### src/rtl/fetch_unit_pkg.sv
// -----------------------------------------------------------------------------
// fetch_unit_pkg
// Definitions shared by the fetch unit RTL and its testbench:
//   - fetch_state_e : sequencer states (2-bit encoding)
//   - OP_WIDTH      : width of the opcode field, which sits in the top bits
//                     of the instruction word
//   - HALT_OP       : opcode that stops fetching until the next reset
// -----------------------------------------------------------------------------
package fetch_unit_pkg;

    typedef enum logic [1:0] {
        ST_IDLE  = 2'd0,
        ST_FETCH = 2'd1,
        ST_EXEC  = 2'd2,
        ST_HALT  = 2'd3
    } fetch_state_e;

    localparam int              OP_WIDTH = 4;
    localparam logic [3:0]      HALT_OP  = 4'hF;

endpackage

### src/rtl/fetch_unit_pc_next.sv
// -----------------------------------------------------------------------------
// fetch_unit_pc_next
// Purely combinational next-program-counter calculator (the pc_next block).
// Ports:
//   pc_i      in  PC_WIDTH     current program counter
//   instr_i   in  INSTR_WIDTH  instruction being executed
//   jump_i    in  1            take absolute target instr_i[PC_WIDTH-1:0]
//   branch_i  in  1            take PC + 1 + sign-extended instr_i[7:0]
//   next_pc_o out PC_WIDTH     resulting PC (modulo 2^PC_WIDTH)
// JUMP has priority over BRANCH.
// -----------------------------------------------------------------------------
module fetch_unit_pc_next
    import fetch_unit_pkg::*;
#(
    parameter int PC_WIDTH    = 8,
    parameter int INSTR_WIDTH = 16
) (
    input  logic [PC_WIDTH-1:0]    pc_i,
    input  logic [INSTR_WIDTH-1:0] instr_i,
    input  logic                   jump_i,
    input  logic                   branch_i,
    output logic [PC_WIDTH-1:0]    next_pc_o
);

    logic [PC_WIDTH-1:0] seqPc;
    logic [PC_WIDTH-1:0] branchOffset;
    logic                unusedInstrBits;

    // Replicate the offset sign bit well past PC_WIDTH and keep the low bits,
    // which gives a correct sign extension (or truncation) for any PC_WIDTH.
    assign branchOffset = PC_WIDTH'({{PC_WIDTH{instr_i[7]}}, instr_i[7:0]});
    assign seqPc        = pc_i + PC_WIDTH'(1);

    // The opcode bits never influence the target address.
    assign unusedInstrBits = ^instr_i;

    // Wrap-around comes for free from the PC_WIDTH-bit adders.
    always_comb begin
        next_pc_o = seqPc;
        if (jump_i) begin
            next_pc_o = instr_i[PC_WIDTH-1:0];
        end else if (branch_i) begin
            next_pc_o = seqPc + branchOffset;
        end
    end

endmodule

### src/rtl/fetch_unit.sv
// -----------------------------------------------------------------------------
// fetch_unit
// Instruction fetch sequencer: fetches a word from instruction memory at PC,
// holds it in the instruction register while the control unit executes it,
// then advances PC (sequential, jump or branch) or halts on opcode 4'hF.
// Ports:
//   CLK         in   1            clock, rising edge
//   RST         in   1            synchronous active-high reset
//   IMEM_ADDR   out  PC_WIDTH     memory address (= PC)
//   IMEM_REQ    out  1            fetch request (decoded from state register)
//   IMEM_ACK    in   1            IMEM_RDATA valid this cycle
//   IMEM_RDATA  in   INSTR_WIDTH  fetched word
//   INSTR       out  INSTR_WIDTH  instruction register
//   OP          out  4            opcode field of INSTR
//   VALID       out  1            INSTR is executing this cycle
//   JUMP        in   1            take absolute target
//   BRANCH      in   1            take relative target
//   STALL       in   1            hold the executing instruction
//   PC          out  PC_WIDTH     program counter
//   HALTED      out  1            halt opcode retired
// -----------------------------------------------------------------------------
module fetch_unit
    import fetch_unit_pkg::*;
#(
    parameter int                  PC_WIDTH    = 8,
    parameter int                  INSTR_WIDTH = 16,
    parameter logic [PC_WIDTH-1:0] RESET_PC    = '0
) (
    input  logic                   CLK,
    input  logic                   RST,
    output logic [PC_WIDTH-1:0]    IMEM_ADDR,
    output logic                   IMEM_REQ,
    input  logic                   IMEM_ACK,
    input  logic [INSTR_WIDTH-1:0] IMEM_RDATA,
    output logic [INSTR_WIDTH-1:0] INSTR,
    output logic [3:0]             OP,
    output logic                   VALID,
    input  logic                   JUMP,
    input  logic                   BRANCH,
    input  logic                   STALL,
    output logic [PC_WIDTH-1:0]    PC,
    output logic                   HALTED
);

    fetch_state_e           state_q, state_d;
    logic [PC_WIDTH-1:0]    pc_q, pc_d;
    logic [INSTR_WIDTH-1:0] instr_q, instr_d;
    logic [PC_WIDTH-1:0]    nextPc;
    logic [3:0]             opField;

    assign opField = instr_q[INSTR_WIDTH-1 -: OP_WIDTH];

    fetch_unit_pc_next #(
        .PC_WIDTH    (PC_WIDTH),
        .INSTR_WIDTH (INSTR_WIDTH)
    ) u_pc_next (
        .pc_i      (pc_q),
        .instr_i   (instr_q),
        .jump_i    (JUMP),
        .branch_i  (BRANCH),
        .next_pc_o (nextPc)
    );

    // Reset wins over everything, including an ACK arriving in the same
    // cycle, so a withdrawn fetch can never load the instruction register.
    always_ff @(posedge CLK) begin
        if (RST) begin
            state_q <= ST_IDLE;
            pc_q    <= RESET_PC;
            instr_q <= '0;
        end else begin
            state_q <= state_d;
            pc_q    <= pc_d;
            instr_q <= instr_d;
        end
    end

    // ACK only matters while fetching; a stalled EXEC ignores JUMP/BRANCH
    // because nothing is committed until STALL drops.
    always_comb begin
        state_d = state_q;
        pc_d    = pc_q;
        instr_d = instr_q;
        case (state_q)
            ST_IDLE: begin
                state_d = ST_FETCH;
            end
            ST_FETCH: begin
                if (IMEM_ACK) begin
                    instr_d = IMEM_RDATA;
                    state_d = ST_EXEC;
                end
            end
            ST_EXEC: begin
                if (!STALL) begin
                    if (opField == HALT_OP) begin
                        state_d = ST_HALT;
                    end else begin
                        pc_d    = nextPc;
                        state_d = ST_FETCH;
                    end
                end
            end
            ST_HALT: begin
                state_d = ST_HALT;
            end
            default: begin
                state_d = ST_IDLE;
            end
        endcase
    end

    // Status outputs come straight from the state register so they are
    // glitch-free and independent of the memory/control inputs.
    assign IMEM_REQ  = (state_q == ST_FETCH);
    assign VALID     = (state_q == ST_EXEC);
    assign HALTED    = (state_q == ST_HALT);
    assign IMEM_ADDR = pc_q;
    assign PC        = pc_q;
    assign INSTR     = instr_q;
    assign OP        = opField;

endmodule

### config.mk
export PLATFORM = sky130hd
export DESIGN_NAME = fetch_unit
export DESIGN_NICKNAME = d
export VERILOG_FILES = /design/src/rtl/fetch_unit_pkg.sv /design/src/rtl/fetch_unit_pc_next.sv /design/src/rtl/fetch_unit.sv
export SDC_FILE = /design/constraint.sdc
export NUM_CORES = 1
export LEC_CHECK = 0
export CAP_MARGIN = 10
export CELL_PAD_IN_SITES_DETAIL_PLACEMENT = 1
export CELL_PAD_IN_SITES_GLOBAL_PLACEMENT = 1
export CORE_ASPECT_RATIO = 1.25
export CORE_MARGIN = 3
export CORE_UTILIZATION = 28
export DETAILED_ROUTE_END_ITERATION = 6
export PLACE_DENSITY_LB_ADDON = 0.1
export SLEW_MARGIN = 20
export SYNTH_ARGS = -nofsm -noshare
export SYNTH_HDL_FRONTEND = slang
export SYNTH_SLANG_ARGS = --single-unit
### constraint.sdc
create_clock -name CLK -period 2.1 [get_ports CLK]
set_clock_uncertainty 0.05 [all_clocks]
set_input_delay 0.21 -clock CLK [delete_from_list [all_inputs] [get_ports CLK]]
set_output_delay 0.21 -clock CLK [all_outputs]
set_load 0.01 [all_outputs]
Yosys cells after proc, flatten, opt, wreduce, memory -nomap -nowiden
Index checks and enable logic that the tools add are counted.

$add $sub $neg: 2. $mul: 0. Divide/modulo/power cells: 0. $lt $le $gt $ge: 0. Equality and inequality tests: 6. Shift-type cells: 0. Multiplexer cells: 6. Bitwise logic cells: 2. Reduce and logical (&&, ||, !) cells: 4.

Operator list (number): 8-bit two-way mux (2); 8-bit by 1-bit adder with 8-bit output (second input constant) (1); 8-bit adder (1); 2-bit case mux with 4 select lines (1); 2-bit two-way mux (3); 2-bit equality test (second input constant) (2); 4-bit equality test (second input constant) (1); 2-bit AND reduction (2); 3-bit AND reduction (1); 2-bit by 1-bit equality test with 1-bit output (second input constant) (1); 2-bit logical NOT (1); 2-bit by 1-bit inequality test with 1-bit output (second input constant) (1); 2-bit inequality test (second input constant) (1); 1-bit inverter (2).

Flip-flop bits (word level): 26. Latch bits: 0. RAM bits: 0. ROM bits: 0. Bits of input ports: 22. Output and inout bits: 39. Memories: 0.

Longest topological paths before layout
Gate-level depths: netlist (run 1).

Depth after elaboration: 4. Depth in mapped cells: 9. Gate-level depth less buffers: 9.

Cells and area by module
A second synthesis (run 1) with hierarchy kept.

Cells, all modules: 213. Area total of the unflattened synthesis: 1794.2 um^2.

Modules (own cells, without submodules): fetch_unit (times used 1, cells an instance 129, area each 1194.9 um^2, sequential area each 520.5 um^2); fetch_unit_pc_next (times used 1, cells an instance 84, area each 599.3 um^2, sequential area each 0.0 um^2).

Worst setup path after synthesis (run 1)
Ideal clock, no wire load.

Path kind: register -> register. Start point: reg pc_q[0] (netlist: IMEM_ADDR[0]). End point: reg pc_q[7] (netlist: IMEM_ADDR[7]). Library setup time: 0.116 ns. Arrival: 2.280 ns. Required time: 1.934 ns. Path slack: -0.346 ns. Cell stages (with the launch flop): 10. Clock period less this slack: 2.446 ns. Cell sequence: dfxtp_1 -> ha_1 -> nand3_1 -> xnor2_1 -> ha_1 -> a2111o_1 -> a21oi_2 -> o21ai_0 -> a21boi_0 -> o211a_1.

Cells in the longest elaborated chain, start to end: 4.

RTL lines: start, declared (RTL line fetch_unit.sv:46) `logic [PC_WIDTH-1:0] pc_q, pc_d;`; start signal, assigned (RTL line fetch_unit.sv:73) `pc_q <= pc_d;`; 8-bit by 1-bit adder with 8-bit output (*) (RTL line fetch_unit_pc_next.sv:32) `assign seqPc = pc_i + PC_WIDTH'(1);`; 8-bit adder (RTL line fetch_unit_pc_next.sv:43) `next_pc_o = seqPc + branchOffset;`; 8-bit two-way mux (*) (RTL line fetch_unit_pc_next.sv:42) `end else if (branch_i) begin`; 8-bit two-way mux (*) (RTL line fetch_unit_pc_next.sv:40) `if (jump_i) begin`.

Mark *: on every way between the ends. The rest lies on a longest branch, timed or not. A chain may end at the register's enable or synchronous reset.

Worst setup path in the final report (run 1)
Start point: reg pc_q[0] (netlist: IMEM_ADDR[0]). End point: reg pc_q[5] (netlist: IMEM_ADDR[5]).

The elaborated chain is that of the path after synthesis.

==> key figures, run 1 <==
Outcome
  • Status: finished, violations left
  • Failing checks: negative setup slack

Setup path
  • Critical path peak fanout: 4
  • Worst R2R Start: IMEM_ADDR[0]
  • Startpoint Class: register
  • Worst Setup End Kind: register
  • Worst reg2reg endpoint: IMEM_ADDR[5]
  • Setup CP Type: reg -> reg
  • Crit path arrival time: 2.39 ns
  • Critical Path RT: 2.23 ns
  • Worst r2r path cells: 10
  • R2r setup slk: -0.16 ns

Layout
  • Share of cells above drive strength 1: 27.21%
  • Fillers: 650
  • Reg area: 533.0 sq um
  • Footprint of the multi-input gates: around 1200 sq um
  • Nets: approximately 320
  • Final Util: 50.27%
  • Final Cell Area: 2774 sq um
  • Area Growth Syn to Fin: 71.06%
  • N_diodes: 0

Yosys
  • Simple-Gate Fraction of Synth Area: 19.68%
  • Avg Inst Size Synth: 8.028 sq um
  • Ys Warns: 0
  • Share of the synthesized area in the top cell type: 32.10%
  • Commonest cells post-synth: 42 x nand2_1, 26 x dfxtp_1, 22 x a21oi_1
  • Largest family of logic cells by synthesized area: compound AO/OA/AOI/OAI gates
  • #FFs+latches synth: 26
  • Count of mapped cells out of synthesis: a little over 200
  • Proportion of synthesized area in mux cells: 0.6173%
  • Top-count cell post-synth: nand2_1
  • Synth area leaders: dfxtp_1 32%, nand2_1 9.7%, ha_1 6.9%
  • FFs w/ async S/R, synth: 0%
  • Post-synth EDFFs: 0
  • Synth Area in Adders: 8.179%
  • Post-Synth XOR/XNOR Area: 4.861%
  • Seq/Total Area, Yosys: 32.10%
  • Ys flop type: dfxtp_1
  • Netlist cell types: 46
  • Dominant cell type by area after synthesis: dfxtp_1
  • Syn nets: 234
  • Synthesized area: around 1600 sq um
  • Compound-Gate Fraction of Synth Area: 25.62%

Pwr
  • Leak Pwr: between 1 and 1.5 nW
  • Sequential Power Share: a little under half
  • Switching Fraction: 28.18%
  • Pwr dens: 424.2 nW/um^2
  • Overall power: 1.177 mW
  • Power share of the clock group: a little under 30%
  • Switching Power: 0.3316 mW
  • Gate power share: 25.1%
  • Internal Pwr Total: 0.8451 mW
  • Worst VDD drop: 0.3285 mV

Place
  • Post-place instance area: 2495 sq um
  • Post-detail-place hpwl: 4.462 mm
  • RePlAce Congestion: 0.7785
  • Number of port buffers: 60

GRT
  • Met1 Use GR: a little over 20%
  • Global-route wire length before repair: 9.349 mm
  • Largest net degree at the start of global routing: 21
  • Initial antenna violation count: 0
  • Vias in the first global route: 1,911
  • GRT Resource Usage Total: approximately 18%
  • Grt met2 use: 31.80%
  • GRT overflow: 0
  • Most Used Layer, Global Route: met2
  • Global Route met3 Usage: 2.990%

Timing
  • Final min period: approximately 2.3 ns
  • RSZ-0062 raised after global routing: true
  • Max transition margin: 78.13%
  • Slew Limit Fails: 0
  • Final setup viols: 4
  • Final worst slack: -0.1555 ns
  • Slew @ Worst Pin: roughly 0.33 ns
  • Hold Vio Cnt, Final: 0
  • Fin crit share: 107.4%
  • Fmax: 443.4 MHz

Run
  • Max-cap violations: 0

Hold path
  • HP Class: reg -> reg
  • Hold Crit Endpoint: INSTR[11]
  • HP Start: INSTR[11]
  • Hold depth: 2

Routing
  • Starting DRT DRC Count: 28
  • Avg WL per Cell: between 15 and 20 um
  • Drc violations: 0
  • Post-Route WL: 5.730 mm
  • Detail-routed via count per cell: 5.130
  • DRT Pass-1 Iters: 4
  • Post-route ant nets: 0
  • Via count: 1,780

Clock tree
  • CTS Sinks: 26
  • H-tree levels: 1
  • Clk pin slew, worst setup/hold paths: 0.10 ns
  • Worst skew pair latency: 0.28 ns
  • Number of CTS-inserted buffers: 3
  • CTS Buffer Depth: 2
  • CTS Root Cell: clkbuf_8
  • CTS tree: done
  • Hold_buf cts: 0

Floorplanning
  • Die outline height: a little over 90 um
  • # IOs: between 60 and 70
  • Die X: about 74 um
  • CORE AREA: 5518 sq um
  • Rows: 30
  • Initial core utilization: 29.39%
  • DIE AREA: 6746 sq um
==> kinds of logic (layout without fill, tap and decap cells) <==
| kind of cell | count (synthesis) | after routing |
|---|---|---|
| XOR/XNOR | 9 | 9 |
| AND/OR/NAND/NOR | 71 | 71 |
| adder cells (fa/ha/maj) | 10 | 10 |
| buffers and inverters | 26 | 107 |
| flip-flops | 26 | 26 |
| multiplexers | 1 | 1 |
| AO/OA/AOI/OAI | 59 | 59 |
==> metal layers <==
layer	share of wire (%)	vias to the layer above
met1	41	852
met2	53	52
met5	0	-
met3	3.8	10
met4	2.0	0
li1	-	866
==> sequential cells by signal, summed over array words and instances, names as in the netlist <==
name	flops
IMEM_ADDR	8
INSTR	16
state_q	2
==> layout by cell type (no fill, tap or decap), types with 2 or more instances in the layout <==
cell type        netlist  routed
clkdlybuf4s50_1        0      60
nand2_1               42      42
buf_4                 12      37
a21oi_1               22      22
dfxtp_1               26      20
nor2_1                 9       7
ha_4                   0       7
dfxtp_2                0       4
inv_1                  4       4
a211oi_1               5       4
o211a_1                4       4
clkbuf_8               0       4
xor2_1                 4       3
a32o_1                 3       3
dfxtp_4                0       2
nand3_2                0       2
xnor2_2                0       2
xnor2_4                0       2
nor2b_1                2       2
o21ai_0                4       2
o211ai_1               2       2
o31ai_2                0       2
and3_1                 3       2
nor3_1                 3       2
o22a_1                 2       2
a21o_1                 2       2
ha_1                   9       2
==> power by group through the flow <==
stage | logic, mW | registers, mW | clock network (mW)
after detailed placement | 0.278 | 0.545 | 0
after floorplan | 0.115 | 0.552 | 0
after CTS | 0.291 | 0.536 | 0.357
after global routing | 0.323 | 0.541 | 0.377
after global placement | 0.274 | 0.544 | 0
final | 0.295 | 0.537 | 0.345
==> worst max-delay path, stage by stage (launching register included) <==
cell and delay (ns):
dfxtp_4 0.38, ha_4 0.17, nand3_4 0.10, xnor2_4 0.23, ha_4 0.24, buf_4 0.13
o211a_1 0.13, a221oi_2 0.25, xor2_1 0.19, nand2_1 0.07, a32o_1 0.22
==> worst max-delay path by stage <==
stage,slack [ns],to,startpoint
detailed placement,-0.36,IMEM_ADDR[6],IMEM_ADDR[0]
CTS,-0.20,IMEM_ADDR[7],IMEM_ADDR[0]
global route,-0.25,IMEM_ADDR[7],IMEM_ADDR[0]
global placement,-0.29,IMEM_ADDR[7],IMEM_ADDR[0]
floorplan,-0.09,IMEM_ADDR[7],IMEM_ADDR[0]
finish,-0.16,IMEM_ADDR[5],IMEM_ADDR[0]
==> per-stage QoR <==
step | cells | hold WS, ns | setup slack (ns) | TNS [ns]
2_1_floorplan | 202 | 0.2596 | -0.08863 | -0.1426
3_3_place_gp | 342 | 0.3929 | -0.2893 | -0.9725
3_5_place_dp | 342 | 0.4051 | -0.3573 | -1.267
4_1_cts | 347 | 0.4098 | -0.2037 | -0.5849
5_1_grt | 347 | 0.4125 | -0.2519 | -0.7728
6_report | 347 | 0.4128 | -0.1555 | -0.3795
==> cell type report <==
type,count,share of cell area (%)
Clock buffer,4,1.985
Timing Repair Buffer,98,32.39
Inverter,5,0.6766
Sequential cell,26,19.22
Multi-Input combinational cell,150,42.85
Tap cell,64,2.887
==> repair_timing <==
action,4_1_cts,5_1_grt
buffers inserted,1,0
gates resized for setup,17,17
endpoints found under the setup margin,5,5
pin swaps,13,8
(Power assumes the default switching activity.)
==> run 2, diff against run 1 <==
Settings changed: PLACE_DENSITY set to 0.85, PLACE_DENSITY_LB_ADDON 0.1 to not set.
==> run 2 against run 1 <==
Against the previous run: the flow still finishes with violations (negative setup slack); fmax down 2.1%; final cell count down 1.2%; first-iteration DRC count rose to 2.7 times the previous value; critical path depth down 1; core utilization down 0.68 points; register-to-register slack worse by 0.05 ns; sequential cell count unchanged; via count up 2.2%; worst hold slack better by 0.0033 ns; non-clock buffer count down 4; clock-buffer cell count down 1; critical path type unchanged; highest routed layer unchanged.
==> key figures, run 2 (same netlist as run 1, synthesis figures left out) <==
Outcome
  • Status: finished, violations left
  • Failing checks: negative setup slack

Floorplanning
  • Initial core utilization: 29.39% (unchanged)
  • Die X: 74.07 um (unchanged)
  • Die outline height: 91.09 um (unchanged)
  • CORE AREA: 5518 sq um (unchanged)
  • DIE AREA: 6746 sq um (unchanged)
  • Rows: 30 (unchanged)
  • # IOs: 61 (unchanged)

Setup path
  • Worst R2R Start: IMEM_ADDR[0]
  • Worst Setup End Kind: register
  • Crit path arrival time: 2.44 ns (+0.05 ns)
  • Crit-path cells: ha_4, nand3_4, xnor2_4, ha_4, a2111o_1, a21oi_4, o211a_1, o2111ai_2, o211a_1
  • Worst reg2reg endpoint: IMEM_ADDR[7]
  • Family with the most delay on the worst path: compound AO/OA/AOI/OAI gates
  • CP Buf/Inv Count: 0 (-1)
  • Critical path peak fanout: 4 (unchanged)
  • Worst r2r path cells: 9 (-1)
  • Slowest stage delay, CP: 0.40 ns (+0.02 ns)
  • Setup CP Type: reg -> reg
  • R2r setup slk: -0.20 ns (-0.05 ns)
  • Startpoint Class: register
  • Critical-path top delay cell: a2111o_1
  • Critical Path RT: 2.23 ns (about the same)

Hold path
  • Hold Crit Endpoint: INSTR[10]
  • Hold depth: 2 (unchanged)
  • HP Class: reg -> reg
  • HP Start: INSTR[10]

Layout
  • Share of cells above drive strength 1: 26.88% (-0.33 points)
  • Most frequent cells in the layout: 60 x clkdlybuf4s50_1, 42 x nand2_1, 34 x buf_4
  • N_diodes: 0 (unchanged)
  • Flip-flop count of the largest register after layout: 16 (unchanged)
  • Fillers: 637 (-2.0%)
  • Area Growth Syn to Fin: 68.75%
  • Nets: 312 (-1.3%)
  • Commonest non-fill, non-tap cell in the layout: clkdlybuf4s50_1

Routing
  • Avg WL per Cell: 17.92 um (+8.5%)
  • Drc violations: 0 (unchanged)
  • Detail-routed via count per cell: 5.303 (+3.4%)
  • Top layer in use: met4
  • Via count: 1,819 (+2.2%)
  • WL met3: 243 um (+13%)
  • Post-Route WL: 6.145 mm (+7.2%)
  • WL met1: 2.527 mm (+6.6%)
  • DRT Pass-1 Iters: 4 (unchanged)
  • Post-route ant nets: 0 (unchanged)
  • Met2 WL: 3.174 mm (+4.7%)
  • Starting DRT DRC Count: 76 (+170%)

Timing
  • Final min period: 2.304 ns (+0.04819 ns)
  • Final worst slack: -0.2037 ns (-0.04819 ns)
  • Post-route setup TNS: -0.4095 ns (-0.03006 ns)
  • Hold Vio Cnt, Final: 0 (unchanged)
  • Final setup viols: 3 (-1)
  • Fmax: 434.1 MHz (-2.1%)
  • RSZ-0062 raised after global routing: true
  • Slew @ Worst Pin: 0.3289 ns (+0.0009032 ns)
  • Slew Limit Fails: 0 (unchanged)
  • Fin crit share: 109.7% (+2.3 points)
  • Max transition margin: 77.77% (-0.37 points)

Clock tree
  • H-tree levels: 1 (unchanged)
  • Worst skew pair latency: 0.28 ns (about the same)
  • Number of CTS-inserted buffers: 3 (unchanged)
  • Clk pin slew, worst setup/hold paths: 0.09 ns (about the same)
  • CTS tree: done
  • CTS Root Cell: clkbuf_8
  • Hold_buf cts: 0 (unchanged)
  • CTS Sinks: 26 (unchanged)
  • CTS Buffer Depth: 2 (unchanged)

Pwr
  • Leak Pwr: 1.110 nW (-0.78%)
  • Pwr dens: 460.1 nW/um^2 (+8.5%)
  • Worst VDD drop: 0.2278 mV (-31%)

Run
  • Max-cap violations: 0 (unchanged)

Place
  • RePlAce Congestion: 0.8492 (+9.1%)
  • Place WS: -0.2685 ns (+0.08886 ns)
  • Post-detail-place hpwl: 4.400 mm (-1.4%)
  • Number of port buffers: 60 (unchanged)

GRT
  • GRT overflow: 0 (unchanged)
  • Initial antenna violation count: 0 (unchanged)
  • Largest net degree at the start of global routing: 18 (-14%)
  • Global-route wire length before repair: 9.473 mm (+1.3%)
  • GRT Resource Usage Total: 17.87% (+0.032 points)
  • Vias in the first global route: 1,912 (+0.052%)
run 2: cell types whose count changed in the layout (fill, tap and decap cells not counted), sizes merged:
cell | previous run | this run
clkbuf | 4 | 3
bufinv | 0 | 1
buf | 38 | 34
run 2: layer usage:
layer,GRT usage [%],up-vias
li1,-,861
met1,21.73,879
met2,31.58,60
met4,6.042,0
met5,0,-
met3,1.993,19
run 2: cell type report:
cell class | count | area, sq um | area share (%)
Timing Repair Buffer | 94 | 855.8 | 31.28
Clock inverter | 1 | 30.03 | 1.097
Inverter | 5 | 18.77 | 0.6859
Multi-Input combinational cell | 150 | 1176 | 42.98
Tap cell | 64 | 80.08 | 2.926
Sequential cell | 26 | 534.3 | 19.52
Clock buffer | 3 | 41.29 | 1.509
run 2: worst max-delay path by stage:
stage            startpoint           end  depth (start not counted)  slack, ns
6_report       IMEM_ADDR[0]  IMEM_ADDR[7]                          9      -0.20
5_1_grt        IMEM_ADDR[0]  IMEM_ADDR[7]                         10      -0.33
4_1_cts        IMEM_ADDR[0]  IMEM_ADDR[7]                          9      -0.18
3_5_place_dp   IMEM_ADDR[0]  IMEM_ADDR[7]                          9      -0.27
3_3_place_gp   IMEM_ADDR[1]  IMEM_ADDR[7]                          9      -0.23
2_1_floorplan  IMEM_ADDR[0]  IMEM_ADDR[7]                          9      -0.09
run 2: worst register-to-register path: stages, from the launching register on:
cell and delay, ns:
dfxtp_4 0.37, ha_4 0.19, nand3_4 0.11, xnor2_4 0.21, ha_4 0.24, a2111o_1 0.40
a21oi_4 0.19, o211a_1 0.20, o2111ai_2 0.11, o211a_1 0.15
run 2: metrics by stage:
step                      total power [mW]  cells  util (%)  hold slack [ns]  area, sq um
final                                1.259    343     49.59           0.4161         2736
after detailed placement            0.8160    337     44.31           0.4023         2445
after CTS                            1.247    341     47.10           0.4159         2599
after global routing                 1.313    343     49.59           0.4332         2736
after floorplan                     0.6671    202         -           0.2596         1650
after global placement              0.8063    337     44.31           0.3935         2445
run 2: repair_timing:
action,CTS,global route
resized for setup,16,19
gates cloned,0,0
setup buffers,0,2
pin swaps,3,11
endpoints found under the setup margin,5,6
run 2: report_power, final:
| part | internal [mW] | switching (mW) | total (mW) | leakage, nW |
|---|---|---|---|---|
| sequential | 0.511 | 0.0249 | 0.536 | 0.215 |
| combinational | 0.157 | 0.138 | 0.295 | 0.859 |
| clock | 0.256 | 0.172 | 0.428 | 0.0357 |
==> run 3, diff against run 2 <==
Settings changed: ABC_AREA set to 1, CORE_UTILIZATION 28 to 27.
==> run 3 against run 2 <==
Against the previous run: the flow still finishes with violations (negative setup slack); largest cell class unchanged; non-clock buffer count is 5 lower; sequential share of layout area is 1.1 points higher; first-iteration DRC count is 42% lower; critical endpoint is now IMEM_ADDR[6]; critical path type unchanged.
==> key figures, run 3 <==
Outcome
  • Status: finished, violations left
  • Failing checks: negative setup slack

Routing
  • Detail-routed via count per cell: 4.921 (-7.2%)
  • Starting DRT DRC Count: 44 (-42%)
  • Drc violations: 0 (unchanged)
  • Avg WL per Cell: 15.73 um (-12%)
  • Post-Route WL: 5.758 mm (-6.3%)
  • DRT Pass-1 Iters: 4 (unchanged)
  • Via count: 1,801 (-0.99%)
  • Post-route ant nets: 0 (unchanged)

GRT
  • Largest net degree at the start of global routing: 24 (+6)
  • Initial antenna violation count: 0 (unchanged)
  • GRT overflow: 0 (unchanged)
  • GRT Resource Usage Total: 15.65% (-2.2 points)
  • Vias in the first global route: 1,971 (+3.1%)
  • Global-route wire length before repair: 8.742 mm (-7.7%)

Yosys
  • Largest family of logic cells by synthesized area: simple AND/OR/NAND/NOR gates
  • Syn nets: 261 (+12%)
  • Synthesized area: 1619 sq um (-0.15%)
  • FFs w/ async S/R, synth: 0% (unchanged)
  • Simple-Gate Fraction of Synth Area: 24.57% (+4.9 points)
  • #FFs+latches synth: 26 (unchanged)
  • Count of mapped cells out of synthesis: 229 (+13%)
  • Post-Synth XOR/XNOR Area: 4.328% (-0.53 points)
  • Synth Area in Adders: 8.192% (+0.013 points)
  • Post-synth EDFFs: 0 (unchanged)
  • Commonest cells post-synth: 38 x nand2_1, 36 x nor2_1, 26 x dfxtp_1
  • Proportion of synthesized area in mux cells: 0% (-0.62 points)
  • Ys Warns: 0 (unchanged)
  • Avg Inst Size Synth: 7.070 sq um (-12%)
  • Share of the synthesized area in the top cell type: 32.15% (+0.050 points)
  • Ys flop type: dfxtp_1
  • Dominant cell type by area after synthesis: dfxtp_1
  • Compound-Gate Fraction of Synth Area: 17.39% (-8.2 points)
  • Seq/Total Area, Yosys: 32.15% (+0.050 points)
  • Synth area leaders: dfxtp_1 32%, nand2_1 8.8%, nor2_1 8.3%
  • Top-count cell post-synth: nand2_1
  • Netlist cell types: 33 (-28%)

Floorplanning
  • Rows: 30 (unchanged)
  • CORE AREA: 5630 sq um (+2.0%)
  • Die X: 75.26 um (+1.6%)
  • Die outline height: 92.58 um (+1.6%)
  • # IOs: 61 (unchanged)
  • Initial core utilization: 28.76% (-0.63 points)
  • DIE AREA: 6967 sq um (+3.3%)

Timing
  • Post-route setup TNS: -0.2558 ns (+0.1537 ns)
  • Final setup viols: 2 (-1)
  • Final min period: 2.265 ns (-0.03867 ns)
  • Max transition margin: 61.75% (-16 points)
  • Fin crit share: 107.9% (-1.8 points)
  • RSZ-0062 raised after global routing: true
  • Slew @ Worst Pin: 0.5731 ns (+0.2442 ns)
  • Final worst slack: -0.1651 ns (+0.03867 ns)
  • Hold Vio Cnt, Final: 0 (unchanged)
  • Fmax: 441.5 MHz (+1.7%)
  • Slew Limit Fails: 0 (unchanged)

Hold path
  • HP Class: reg -> reg

Clock tree
  • CTS Sinks: 26 (unchanged)
  • CTS Root Cell: clkbuf_8
  • CTS tree: done
  • Clk pin slew, worst setup/hold paths: 0.09 ns (about the same)
  • Worst skew pair latency: 0.27 ns (about the same)
  • Number of CTS-inserted buffers: 3 (unchanged)
  • Hold_buf cts: 0 (unchanged)
  • CTS Buffer Depth: 2 (unchanged)
  • H-tree levels: 1 (unchanged)

Setup path
  • Critical Path RT: 2.21 ns (-0.02 ns)
  • Critical-path top delay cell: dfxtp_4
  • Startpoint Class: register
  • Worst Setup End Kind: register
  • Setup CP Type: reg -> reg
  • CP dominant cell by count: nand2_1
  • Slowest stage delay, CP: 0.40 ns (about the same)
  • Crit-path cells: nand2_1, nor3_2, xor2_2, ha_1, a21o_1, inv_1, nand2_1, or2_2, nand3_1, nand3_1, nand2_1, a21oi_1
  • Critical path peak fanout: 5 (+1)
  • Crit path arrival time: 2.38 ns (-0.06 ns)

Layout
  • Commonest non-fill, non-tap cell in the layout: clkdlybuf4s50_1
  • Most frequent cells in the layout: 60 x clkdlybuf4s50_1, 35 x nor2_1, 33 x nand2_1
  • N_diodes: 0 (unchanged)
  • Fillers: 703 (+10%)
  • Nets: 336 (+7.7%)
  • Area Growth Syn to Fin: 59.43%
  • Footprint of the multi-input gates: 1016 sq um (-14%)
  • Final Cell Area: 2581 sq um (-5.7%)
  • Flip-flop count of the largest register after layout: 16 (unchanged)
  • Share of cells above drive strength 1: 22.19% (-4.7 points)
  • Reg area: 533.0 sq um (-0.23%)

Place
  • Post-place instance area: 2333 sq um (-4.6%)
  • Post-detail-place hpwl: 4.171 mm (-5.2%)
  • Number of port buffers: 60 (unchanged)
  • RePlAce Congestion: 0.8128 (-4.3%)

Pwr
  • Pwr dens: 460.0 nW/um^2 (about the same)
  • Worst VDD drop: 0.3521 mV (+55%)
  • Leak Pwr: 1.122 nW (+1.1%)
  • Overall power: 1.187 mW (-5.7%)

Run
  • Max-cap violations: 0 (unchanged)
-- run 3: per-layer routing --
metal | share of wire, % | GRT usage [%] | routed length [um] | up-vias
met2 | 53 | 29.65 | 3063 | 55
met5 | 0 | 0 | 0 | -
met4 | 1.7 | 4.373 | 99 | 0
met1 | 41 | 17.18 | 2346 | 856
li1 | - | - | - | 878
met3 | 4.3 | 2.606 | 249 | 12
-- run 3: cells by family (layout without fill, tap and decap cells) --
| kind of cell | count (synthesis) | after routing |
|---|---|---|
| buffers and inverters | 42 | 115 |
| XOR/XNOR | 8 | 8 |
| flip-flops | 26 | 26 |
| AO/OA/AOI/OAI | 51 | 51 |
| adder cells (fa/ha/maj) | 10 | 10 |
| AND/OR/NAND/NOR | 92 | 92 |
-- run 3: path summary, 6_finish.rpt --
kind,depth (start not counted),startpoint,slack (ns),endpoint
worst max-delay path,12,IMEM_ADDR[3],-0.17,IMEM_ADDR[6]
worst min-delay path,2,INSTR[11],0.45,INSTR[11]
worst max register to register,12,IMEM_ADDR[3],-0.17,IMEM_ADDR[6]
worst min register to register,2,INSTR[11],0.45,INSTR[11]
-- run 3: worst max-delay path, delay by kind of cell, from the launching register on --
| kind | cells | cell delay (ns) |
|---|---|---|
| compound gates | 2 | 0.22 |
| xor+xnor | 1 | 0.22 |
| fa+ha+maj | 1 | 0.31 |
| buf+inv | 1 | 0.06 |
| flops | 1 | 0.40 |
| simple gates | 7 | 0.92 |
-- run 3: timing repair --
item / in CTS / in global routing
setup buffers: 6 / 2
gates resized for setup: 12 / 19
setup endpoints to repair: 3 / 4
hold endpoints to repair: 0 / 0
pin swaps: 17 / 14
-- run 3: area by class of cell --
cell class	instances	share of cell area, %
Timing Repair Buffer	89	31.85
Tap cell	64	3.102
Inverter	23	3.442
Multi-Input combinational cell	161	39.36
Sequential cell	26	20.65
Clock buffer	3	1.600
-- run 3: per-stage QoR --
stage	setup WS, ns	utilization [%]	cells	hold slack [ns]
6_report	-0.1651	45.84	366	0.4488
4_1_cts	-0.1132	43.82	364	0.4518
2_1_floorplan	-0.02703	-	229	0.2291
3_3_place_gp	-0.08679	41.44	355	0.4165
5_1_grt	-0.3113	45.84	366	0.4819
3_5_place_dp	-0.2377	41.44	355	0.4294
-- run 3: where the power goes --
group	internal, mW	leakage [nW]	switching, mW
Clock	0.128	0.0216	0.147
Combinational	0.192	0.885	0.163
Sequential	0.521	0.216	0.0352
Total	0.842	1.12	0.345
